File: src/rtl/pipe_ctl_pkg.sv
// rtl/pipe_ctl_pkg.sv - shared helpers for the stall-able pipeline register chain
package pipe_ctl_pkg;

  // Adds inc to count and clamps at 2^cnt_w-1 so multi-entry adds never wrap.
  function automatic logic [31:0] sat_add(input logic [31:0] count, input logic [31:0] inc,
                                          input int cnt_w);
    logic [32:0] sum;
    logic [32:0] lim;
    sum = {1'b0, count} + {1'b0, inc};
    lim = (33'd1 << cnt_w) - 33'd1;
    return (sum > lim) ? lim[31:0] : sum[31:0];
  endfunction

  function automatic logic [31:0] popcount(input logic [63:0] v, input int depth);
    logic [31:0] n;
    n = '0;
    for (int i = 0; i < 64; i++) begin
      if (i < depth && v[i]) n = n + 32'd1;
    end
    return n;
  endfunction

endpackage

File: src/rtl/pipe_stage_cell.sv
// rtl/pipe_stage_cell.sv - one valid+data pipeline register with flush/hold/bubble priority
module pipe_stage_cell
  import pipe_ctl_pkg::*;
#(
  parameter int              WIDTH  = 32,
  parameter logic [WIDTH-1:0] BUBBLE = '0
) (
  input  logic             clk,
  input  logic             rst,
  input  logic             flush,
  input  logic             hold,
  input  logic             bubble_in,
  input  logic             prev_valid,
  input  logic [WIDTH-1:0] prev_data,
  output logic             valid,
  output logic [WIDTH-1:0] data
);

  // Flush outranks hold so a stalled stage can still be squashed.
  always_ff @(posedge clk or posedge rst) begin
    if (rst) begin
      valid <= 1'b0;
      data  <= BUBBLE;
    end else if (flush) begin
      valid <= 1'b0;
      data  <= BUBBLE;
    end else if (hold) begin
      valid <= valid;
      data  <= data;
    end else if (bubble_in) begin
      valid <= 1'b0;
      data  <= BUBBLE;
    end else begin
      valid <= prev_valid;
      data  <= prev_data;
    end
  end

endmodule

File: src/rtl/pipe_stage_chain.sv
// rtl/pipe_stage_chain.sv - DEPTH-stage pipeline chain with per-stage stall/flush and perf counters
module pipe_stage_chain
  import pipe_ctl_pkg::*;
#(
  parameter int               WIDTH  = 32,
  parameter int               DEPTH  = 4,
  parameter logic [WIDTH-1:0] BUBBLE = '0,
  parameter int               CNT_W  = 16
) (
  input  logic                   clk,
  input  logic                   rst,
  input  logic [WIDTH-1:0]       in_data,
  input  logic                   in_valid,
  output logic                   in_ready,
  input  logic [DEPTH-1:0]       stall,
  input  logic [DEPTH-1:0]       flush,
  input  logic                   count_clr,
  output logic [DEPTH*WIDTH-1:0] stage_data,
  output logic [DEPTH-1:0]       stage_valid,
  output logic [WIDTH-1:0]       out_data,
  output logic                   out_valid,
  output logic [CNT_W-1:0]       stall_count,
  output logic [CNT_W-1:0]       squash_count
);

  logic [DEPTH-1:0] hold;
  logic [DEPTH-1:0] valid_q;
  logic [WIDTH-1:0] data_q [DEPTH];
  logic [31:0]      stall_next;
  logic [31:0]      squash_next;

  // A stall anywhere downstream freezes every stage upstream of it.
  always_comb begin
    hold = '0;
    hold[DEPTH-1] = stall[DEPTH-1];
    for (int k = DEPTH - 2; k >= 0; k--) begin
      hold[k] = stall[k] | hold[k+1];
    end
  end

  assign in_ready = ~hold[0];

  for (genvar k = 0; k < DEPTH; k++) begin : g_stage
    logic             pv;
    logic [WIDTH-1:0] pd;
    logic             bub;
    if (k == 0) begin : g_head
      assign pv  = in_valid;
      assign pd  = in_valid ? in_data : BUBBLE;
      assign bub = 1'b0;
    end else begin : g_body
      assign pv  = valid_q[k-1];
      assign pd  = data_q[k-1];
      assign bub = stall[k-1];
    end
    pipe_stage_cell #(.WIDTH(WIDTH), .BUBBLE(BUBBLE)) u_cell (
      .clk       (clk),
      .rst       (rst),
      .flush     (flush[k]),
      .hold      (hold[k]),
      .bubble_in (bub),
      .prev_valid(pv),
      .prev_data (pd),
      .valid     (valid_q[k]),
      .data      (data_q[k])
    );
    assign stage_data[k*WIDTH +: WIDTH] = data_q[k];
  end

  assign stage_valid = valid_q;
  assign out_data    = data_q[DEPTH-1];
  assign out_valid   = valid_q[DEPTH-1];

  // Squashes are counted against the valid bits as they stand before the edge.
  always_comb begin
    stall_next  = sat_add(32'(stall_count), {31'd0, |stall}, CNT_W);
    squash_next = sat_add(32'(squash_count), popcount(64'(flush & valid_q), DEPTH), CNT_W);
  end

  always_ff @(posedge clk or posedge rst) begin
    if (rst) begin
      stall_count  <= '0;
      squash_count <= '0;
    end else if (count_clr) begin
      stall_count  <= '0;
      squash_count <= '0;
    end else begin
      stall_count  <= stall_next[CNT_W-1:0];
      squash_count <= squash_next[CNT_W-1:0];
    end
  end

endmodule

File: config.mk
export PLATFORM = sky130hd
export DESIGN_NAME = pipe_stage_chain
export DESIGN_NICKNAME = d
export VERILOG_FILES = /design/src/rtl/pipe_ctl_pkg.sv /design/src/rtl/pipe_stage_cell.sv /design/src/rtl/pipe_stage_chain.sv
export SDC_FILE = /design/constraint.sdc
export NUM_CORES = 1
export LEC_CHECK = 0
export ABC_CLOCK_PERIOD_IN_PS = 5200
export CORE_ASPECT_RATIO = 0.5
export CORE_MARGIN = 10
export CORE_UTILIZATION = 41
export DETAILED_ROUTE_END_ITERATION = 10
export GPL_TIMING_DRIVEN = 0
export PLACE_DENSITY_LB_ADDON = 0.2
export SETUP_SLACK_MARGIN = 0.4
export SKIP_LAST_GASP = 1
export SLEW_MARGIN = 25
export SYNTH_ARGS = -nofsm -noshare
export SYNTH_HDL_FRONTEND = slang
export SYNTH_SLANG_ARGS = --single-unit
File: constraint.sdc
create_clock -name clk -period 5.2 [get_ports clk]
set_input_delay 1.04 -clock clk [delete_from_list [all_inputs] [get_ports clk]]
set_output_delay 1.04 -clock clk [all_outputs]
set_load 0.01 [all_outputs]
==> flow_metrics.env, run 1 <==
export IMPL_cp_start_kind="input pin"
export IMPL_cts_made_buffers=17
export IMPL_post_cts_resized=0
export IMPL_skew_ps=13.0
export IMPL_synth_area_leader_cell="dfrtp_1"
export IMPL_finalCriticalPeriod_ps=4310
export IMPL_layout_common_cells="clkdlybuf4s50_1 (241), dfrtp_1 (164), a22o_1 (131), buf_4 (36), a21oi_1 (24)"
export IMPL_p_per_area_mw_per_mm2=258
export IMPL_drt_iter0_markers=271
export IMPL_first_global_vias=5323
export IMPL_synth_area_per_cell_um2=12.8
export IMPL_fp_dieArea_mm2=0.0223
export IMPL_hp_class="reg -> reg"
export IMPL_wirelength_um=20600
export IMPL_synthFlopType="dfrtp_1"
export IMPL_yosysWarnings=0
export IMPL_nFillCells=1328
export IMPL_synth_fp_nets=581
export IMPL_tightest_slew_ps=721
export IMPL_finalNetCount=846
export IMPL_start_util_pct=41.5
export IMPL_clkTransAtPathRegs_ps=70
export IMPL_via_per_inst=5.12
export IMPL_overflow=0
export IMPL_timing_final_crit_share_pct=82.9
export IMPL_synth_area_leaders="dfrtp_1 (61%), a22o_1 (17%), buf_4 (4.0%), xnor2_1 (1.8%), a21oi_1 (1.8%)"
export IMPL_globalRouteTotalUtil_pct=18.2
export IMPL_syn_cell_area_mm2=0.00676
export IMPL_end_kind="flop"
export IMPL_finalPower_uw=2610
export IMPL_coreArea_mm2=0.0163
export IMPL_drcViolationCount=0
export IMPL_postRouteAntennaNets=0
export IMPL_gp_congestion=0.842
export IMPL_crit_type="in -> reg"
export IMPL_r2r_start="g_stage[0].u_cell.valid$_DFFE_PP0P_"
export IMPL_setup_violations=0
export IMPL_min_from="g_stage[0].u_cell.data[7]$_DFFE_PP0P_"
export IMPL_dp_hpwl_um=16100
export IMPL_io_buffers=241
export IMPL_cts_setup_buffers=0
export IMPL_firstDrtPassIters=5
export IMPL_arrival_ps=4620
export IMPL_vias=5281
export IMPL_pin_count=242
export IMPL_critPathMaxFanout=7
export IMPL_antenna_found_initial=1
export IMPL_slew_headroom_pct=51.6
export IMPL_grt_setup_unrepaired="no"
export IMPL_required_ps=5510
export IMPL_drive_gt1_share_pct=11.4
export IMPL_grt_max_degree=33
export IMPL_synth_top_area_share_pct=60.7
export IMPL_ys_async_sr_fraction_pct=100
export IMPL_finalHoldViolations=0
export IMPL_grt_pass1_wl_um=32300
export IMPL_max_cap_violations=0
export IMPL_leakage_uw=0.00445
export IMPL_tns_ps=0
export IMPL_num_rows=33
export IMPL_ys_ff_latch=164
export IMPL_cts_hold_buf=0
export IMPL_ys_types=50
export IMPL_slew_violations=0
export IMPL_seq_area_frac_synth_pct=60.7
export IMPL_root_buffer="clkbuf_16"
export IMPL_cp_startpoint="flush[0]"
export IMPL_synth_edf_count=0
export IMPL_cts_sinks=164
export IMPL_final_common_cell="clkdlybuf4s50_1"
export IMPL_synth_cells=527
export IMPL_htreeDepth=4
export IMPL_chipHeight_um=111
export IMPL_routedWlPerCell_um=20.0
export IMPL_areaGrowthSynthToFinish_pct=49.7
export IMPL_max_freq_ghz=0.232
export IMPL_vdd_ir_drop_max_v=0.000235
export IMPL_insertion_delay_ps=420
export IMPL_status="completed"
export IMPL_cts_buffer_depth=2
export IMPL_tritoncts="built"
export IMPL_die_w_um=202
registers in the layout (all words and copies together), names as in the netlist:
register              flops
stall_count              16
g_stage.u_cell.data     128
g_stage.u_cell.valid      4
squash_count             16
cells by family after synthesis:
group,share of synthesized area [%]
AOI/OAI and AO/OA,21.3
DFF,60.7
and+or+nand+nor,6.87
buffers and inverters,6.46
xor gates and xnor gates,2.33
adders and majority gates,1.96
muxes,0.315
other,0.0555
path summary, 6_finish.rpt:
check,slack [ps],cells past startpoint,endpoint
worst min-delay path,510,1,g_stage[1].u_cell.data[7]$_DFFE_PP0P_
worst max register to register,1640,10,squash_count[15]$_DFF_PP0_
worst max-delay path,890,11,squash_count[15]$_DFF_PP0_
worst min register to register,510,1,g_stage[1].u_cell.data[7]$_DFFE_PP0P_
min in group asynchronous,1090,2,g_stage[3].u_cell.data[17]$_DFFE_PP0P_
max in group asynchronous,3080,5,g_stage[1].u_cell.data[6]$_DFFE_PP0P_
metal layers:
layer | vias up | GRT usage [%] | routed length [um]
met1 | 2651 | 21.3 | 8510
met2 | 126 | 32.1 | 10800
met5 | - | 0 | 0
met4 | 0 | 4.98 | 159
li1 | 2493 | - | -
met3 | 11 | 5.13 | 1180
worst max-delay path, stage by stage:
cell and delay [ps]:
clkdlybuf4s50_1 510, and2_1 210, ha_1 330, xnor2_1 260, ha_1 270, mux2_2 290
fa_1 460, a211oi_2 440, nor3_2 160, or4b_1 490, o211a_1 150
stage by stage:
| step | hold slack [ps] | cell area, um2 | utilization, % | cells | worst slack, ps |
|---|---|---|---|---|---|
| 2_1_floorplan | 488 | 6760 | - | 527 | 1300 |
| 3_3_place_gp | 504 | 9460 | 58.1 | 995 | 535 |
| 3_5_place_dp | 503 | 9570 | 58.8 | 1000 | 481 |
| 4_1_cts | 517 | 10100 | 62.1 | 1031 | 927 |
| 5_1_grt | 534 | 10100 | 62.2 | 1032 | 713 |
| 6_report | 514 | 10100 | 62.2 | 1032 | 889 |
area by class of cell:
class,instances,area (um2),share of cell area (%)
clock inverters,13,103,1.01
multi-input cells,290,2220,22.0
diodes,1,2.50,0.0247
clock buffers,18,439,4.34
plain buffers,66,410,4.06
flip-flops and latches,164,4100,40.6
repair buffers,246,2520,24.9
inverters,7,30.0,0.297
well taps,227,284,2.81
synthesized netlist by cell type (all sizes together) (2+ instances only):
cell / count
o21ai: 4
nor3b: 2
dfrtp: 164
nor2: 20
and4: 2
a31oi: 6
a211oi: 3
nor2b: 3
clkbuf: 23
nor4: 6
nor3: 9
ha: 9
and3: 2
nand3: 9
or3: 2
buf: 43
o31ai: 2
and2: 3
a21o: 3
xnor2: 14
nand4: 5
xor2: 4
inv: 7
nand2: 13
or4: 2
a22o: 131
a21oi: 24
power breakdown:
group / internal [uW] / switching, uW
clock: 627 / 537
combinational: 65.5 / 87.5
sequential: 1280 / 8.08
total: 1980 / 632
(Power assumes the default switching activity.)
==> run 2, diff against run 1 <==
ABC_CLOCK_PERIOD_IN_PS = 4500   (was 5200)
CORE_UTILIZATION = 45   (was 41)
clock period = 4.5 ns   (was 5.2 ns; I/O delays follow)
==> run 2 against run 1 <==
  * Setup slack worse by 380 ps
  * Sequential cell count unchanged
  * Via count increased by 2.3%
  * Critical endpoint unchanged
==> flow_metrics.env, run 2 (same netlist as run 1, synthesis figures left out) <==
export IMPL_end_kind="flop"
export IMPL_finalHoldViolations=0
export IMPL_chipHeight_um=107
export IMPL_first_global_vias=5549
export IMPL_layout_common_cells="clkdlybuf4s50_1 (241), dfrtp_1 (164), a22o_1 (131), buf_4 (37), a21oi_1 (24)"
export IMPL_r2r_cells=10
export IMPL_start_util_pct=46.3
export IMPL_clkTransAtPathRegs_ps=70
export IMPL_max_cap_violations=0
export IMPL_setup_violations=0
export IMPL_postRouteAntennaNets=0
export IMPL_hp_class="reg -> reg"
export IMPL_cp_start_kind="input pin"
export IMPL_fp_dieArea_mm2=0.0206
export IMPL_r2r_end="squash_count[15]$_DFF_PP0_"
export IMPL_setup_ws_ps=511
export IMPL_max_freq_ghz=0.251
export IMPL_tns_ps=0
export IMPL_vias=5405
export IMPL_gp_congestion=0.850
export IMPL_die_w_um=193
export IMPL_critPathMaxFanout=7
export IMPL_finalCriticalPeriod_ps=3990
export IMPL_tightest_slew_ps=980
export IMPL_cts_made_buffers=17
export IMPL_nFillCells=1039
export IMPL_reg2reg_slack_ps=1090
export IMPL_drive_gt1_share_pct=11.7
export IMPL_antenna_found_initial=0
export IMPL_place_ws_ps=-42.2
export IMPL_hold_end="g_stage[2].u_cell.data[13]$_DFFE_PP0P_"
export IMPL_finalNetCount=848
export IMPL_final_core_util_pct=69.9
export IMPL_drcViolationCount=0
export IMPL_insertion_delay_ps=410
export IMPL_via_per_inst=5.38
export IMPL_firstDrtPassIters=4
export IMPL_coreArea_mm2=0.0146
export IMPL_slew_violations=0
export IMPL_timing_final_crit_share_pct=88.6
export IMPL_cts_buffer_depth=2
export IMPL_tritoncts="built"
export IMPL_cp_startpoint="flush[0]"
export IMPL_grt_setup_unrepaired="no"
export IMPL_dp_hpwl_um=15900
export IMPL_areaGrowthSynthToFinish_pct=51.0
export IMPL_whs_ps=514
export IMPL_regMostFlops="g_stage.u_cell.data"
export IMPL_io_buffers=241
export IMPL_required_ps=4800
export IMPL_r2r_start="g_stage[0].u_cell.valid$_DFFE_PP0P_"
export IMPL_leakage_uw=0.00452
export IMPL_globalRouteTotalUtil_pct=19.3
export IMPL_hold_depth=1
export IMPL_top_regs="g_stage.u_cell.data: 128 flops, squash_count: 16 flops, stall_count: 16 flops"
export IMPL_arrival_ps=4290
export IMPL_final_common_cell="clkdlybuf4s50_1"
export IMPL_cts_sinks=164
export IMPL_drt_iter0_markers=245
export IMPL_status="completed"
export IMPL_min_from="g_stage[1].u_cell.data[13]$_DFFE_PP0P_"
export IMPL_largest_reg_flops=128
export IMPL_grt_pass1_wl_um=32100
export IMPL_overflow=0
export IMPL_routedWlPerCell_um=20.4
export IMPL_vdd_ir_drop_max_v=0.000241
export IMPL_grt_max_degree=35
export IMPL_p_per_area_mw_per_mm2=312
export IMPL_slew_headroom_pct=34.2
export IMPL_pin_count=242
export IMPL_crit_type="in -> reg"
export IMPL_antennaDiodeCount=0
export IMPL_htreeDepth=4
export IMPL_num_rows=31
export IMPL_root_buffer="clkbuf_16"
export IMPL_wirelength_um=20500
export IMPL_skew_ps=9.88
## run 2: changes by cell type in the layout (fill, tap and decap cells not counted), sizes merged
cell,before,now
buf,48,50
bufinv,0,3
clkinv,4,3
clkinvlp,7,5
diode,1,0
## run 2: worst max path at each step
stage                                      end  slack, ps
CTS                 squash_count[15]$_DFF_PP0_        420
finish              squash_count[15]$_DFF_PP0_        510
detailed placement  squash_count[15]$_DFF_PP0_        -40
global placement    squash_count[15]$_DFF_PP0_        -40
global route        squash_count[15]$_DFF_PP0_        370
floorplan           squash_count[15]$_DFF_PP0_        740
## run 2: power breakdown
part	internal, uW	switching [uW]
sequential	1480	9.49
combinational	80.1	103
clock	896	611
total	2460	724
## run 2: routing by layer
layer  global-route usage (%)  wire [um]  up-vias
met5                        0          0        -
met4                     5.17        318        0
met3                     5.94       1260       23
met2                     33.2      10400      159
met1                     23.1       8560     2730
li1                         -          -     2493
## run 2: worst max-delay path: stages
cell	delay, ps
clkdlybuf4s50_1	490
and2_1	200
ha_1	340
xnor2_2	220
ha_1	260
mux2_2	290
fa_1	490
a211oi_4	320
nor3_2	140
or4b_1	500
o211a_1	140
## run 2: stage by stage
stage | instance area, um2 | instances | power [uW]
floorplan | 6760 | 527 | 1600
finish | 10200 | 1004 | 3180
global placement | 9420 | 966 | 1680
global route | 10200 | 1004 | 3290
detailed placement | 9560 | 972 | 1700
CTS | 10200 | 1003 | 3210
## run 2: layout make-up
| class | count | area [um2] | area share [%] |
|---|---|---|---|
| clock inverter | 13 | 175 | 1.72 |
| tap | 198 | 248 | 2.43 |
| clock buffer | 18 | 439 | 4.31 |
| inverter | 7 | 30.0 | 0.294 |
| timing repair buffer | 248 | 2560 | 25.1 |
| buffer | 66 | 410 | 4.02 |
| multi-input combinational | 290 | 2230 | 21.9 |
| sequential | 164 | 4100 | 40.2 |
## run 2: repair_timing
item | CTS | global route
endpoints found under the setup margin | 1 | 3
buffers inserted | 0 | 1
hold buffers | 0 | 0
gates resized for setup | 1 | 2
cloned | 0 | 0
pin swaps | 0 | 1
==> run 3, diff against run 2 <==
CORE_UTILIZATION = 46   (was 45)
CTS_BUF_LIST = sky130_fd_sc_hd__clkbuf_4 sky130_fd_sc_hd__clkbuf_8   (was default)
==> run 3 against run 2 <==
  * Sequential share of layout area is 1.1 points higher
  * Clock skew is 3.7 ps higher
  * Setup slack better by 15 ps
  * Power is 17% lower
==> flow_metrics.env, run 3 (same netlist as run 1, synthesis figures left out) <==
export IMPL_skew_ps=13.6
export IMPL_grt_max_degree=33
export IMPL_root_buffer="clkbuf_8"
export IMPL_largest_reg_flops=128
export IMPL_top_regs="g_stage.u_cell.data: 128 flops, squash_count: 16 flops, stall_count: 16 flops"
export IMPL_io_buffers=241
export IMPL_placed_area_mm2=0.00953
export IMPL_vdd_ir_drop_max_v=0.000184
export IMPL_nFillCells=1080
export IMPL_setup_ws_ps=526
export IMPL_tns_ps=0
export IMPL_leakage_uw=0.00440
export IMPL_insertion_delay_ps=420
export IMPL_vias=5329
export IMPL_slew_violations=0
export IMPL_num_rows=31
export IMPL_postRouteAntennaNets=0
export IMPL_max_cap_violations=0
export IMPL_drive_gt1_share_pct=11.9
export IMPL_overflow=0
export IMPL_first_global_vias=5429
export IMPL_final_common_cell="clkdlybuf4s50_1"
export IMPL_hp_class="reg -> reg"
export IMPL_crit_type="in -> reg"
export IMPL_status="completed"
export IMPL_met2_usage_pct=33.7
export IMPL_die_w_um=191
export IMPL_whs_ps=530
export IMPL_critPathMaxFanout=7
export IMPL_arrival_ps=4300
export IMPL_grt_setup_unrepaired="no"
export IMPL_coreArea_mm2=0.0144
export IMPL_drt_iter0_markers=264
export IMPL_finalCriticalPeriod_ps=3970
export IMPL_grt_use_met1_pct=23.8
export IMPL_timing_final_crit_share_pct=88.3
export IMPL_wirelength_um=20200
export IMPL_via_per_inst=5.30
export IMPL_p_per_area_mw_per_mm2=267
export IMPL_layout_common_cells="clkdlybuf4s50_1 (241), dfrtp_1 (164), a22o_1 (131), buf_4 (38), a21oi_1 (24)"
export IMPL_final_core_util_pct=68.8
export IMPL_tritoncts="built"
export IMPL_drcViolationCount=0
export IMPL_areaGrowthSynthToFinish_pct=46.9
export IMPL_pin_count=242
export IMPL_grt_busiest_layer="met2"
export IMPL_required_ps=4820
export IMPL_clkTransAtPathRegs_ps=100
export IMPL_firstDrtPassIters=4
export IMPL_globalRouteTotalUtil_pct=19.6
export IMPL_cp_start_kind="input pin"
export IMPL_regMostFlops="g_stage.u_cell.data"
export IMPL_setup_violations=0
export IMPL_stdcell_area_mm2=0.00993
export IMPL_cts_made_buffers=17
export IMPL_end_kind="flop"
export IMPL_finalNetCount=848
export IMPL_fp_dieArea_mm2=0.0202
export IMPL_antenna_found_initial=0
export IMPL_gp_congestion=0.840
export IMPL_htreeDepth=4
export IMPL_grt_pass1_wl_um=31400
export IMPL_cts_sinks=164
export IMPL_routedWlPerCell_um=20.1
export IMPL_cts_buffer_depth=2
export IMPL_antennaDiodeCount=0
export IMPL_dp_hpwl_um=15700
export IMPL_start_util_pct=46.8
export IMPL_finalHoldViolations=0
export IMPL_place_ws_ps=-100
export IMPL_chipHeight_um=106
export IMPL_max_freq_ghz=0.252
export IMPL_grtUsageMet3_pct=5.07
export IMPL_slew_headroom_pct=42.5
export IMPL_tightest_slew_ps=856
run 3: changes by cell type in the layout (fill, tap and decap cells not counted), moves of 2 or more:
| cell | previous run | this run |
|---|---|---|
| inv_6 | 2 | 4 |
| bufinv_16 | 3 | 0 |
| clkbuf_16 | 17 | 0 |
| clkbuf_8 | 1 | 17 |
| buf_16 | 3 | 1 |
run 3: layer usage:
layer	routed length, um	vias to the layer above
met5	0	-
met4	253	0
met3	1260	12
met2	10300	144
met1	8390	2681
li1	-	2492
run 3: area by class of cell:
cell class,count,area (um2),share of cell area [%]
Buffer,66,410,4.13
Clock buffer,18,241,2.43
Clock inverter,14,120,1.21
Inverter,7,30.0,0.303
Multi-Input combinational cell,290,2240,22.5
Sequential cell,164,4100,41.3
Tap cell,198,248,2.50
Timing Repair Buffer,248,2530,25.5
run 3: final timing paths:
path | startpoint | end | slack [ps] | depth (start not counted)
worst max-delay path | flush[0] | squash_count[15]$_DFF_PP0_ | 530 | 11
worst min-delay path | g_stage[1].u_cell.data[8]$_DFFE_PP0P_ | g_stage[2].u_cell.data[8]$_DFFE_PP0P_ | 530 | 1
worst max register to register | g_stage[0].u_cell.valid$_DFFE_PP0P_ | squash_count[15]$_DFF_PP0_ | 1090 | 10
worst min register to register | g_stage[1].u_cell.data[8]$_DFFE_PP0P_ | g_stage[2].u_cell.data[8]$_DFFE_PP0P_ | 530 | 1
max in group asynchronous | rst | stall_count[15]$_DFF_PP0_ | 2540 | 5
min in group asynchronous | rst | g_stage[3].u_cell.data[22]$_DFFE_PP0P_ | 930 | 2
run 3: power breakdown:
part           switching, uW  internal (uW)  total (uW)
Clock                    578            405         984
Sequential              9.16           1480        1490
Combinational            103           77.5         180
Total                    690           1960        2650
run 3: timing repair:
item / CTS / global route
hold buffers: 0 / 0
setup buffers: 0 / 2
resized for setup: 1 / 2
pin swaps: 0 / 1
setup endpoints to repair: 1 / 11
run 3: critical path, stage by stage:
cell,delay (ps)
clkdlybuf4s50_1,490
and2_1,190
ha_1,340
xnor2_2,220
ha_1,260
mux2_2,290
fa_1,490
a211oi_4,320
nor3_2,140
or4b_1,500
o211a_1,150
run 3: stage by stage:
stage,instances,power [uW]
finish,1005,2650
global route,1005,2760
CTS,1003,2680
detailed placement,971,1700
global placement,966,1680
floorplan,527,1600
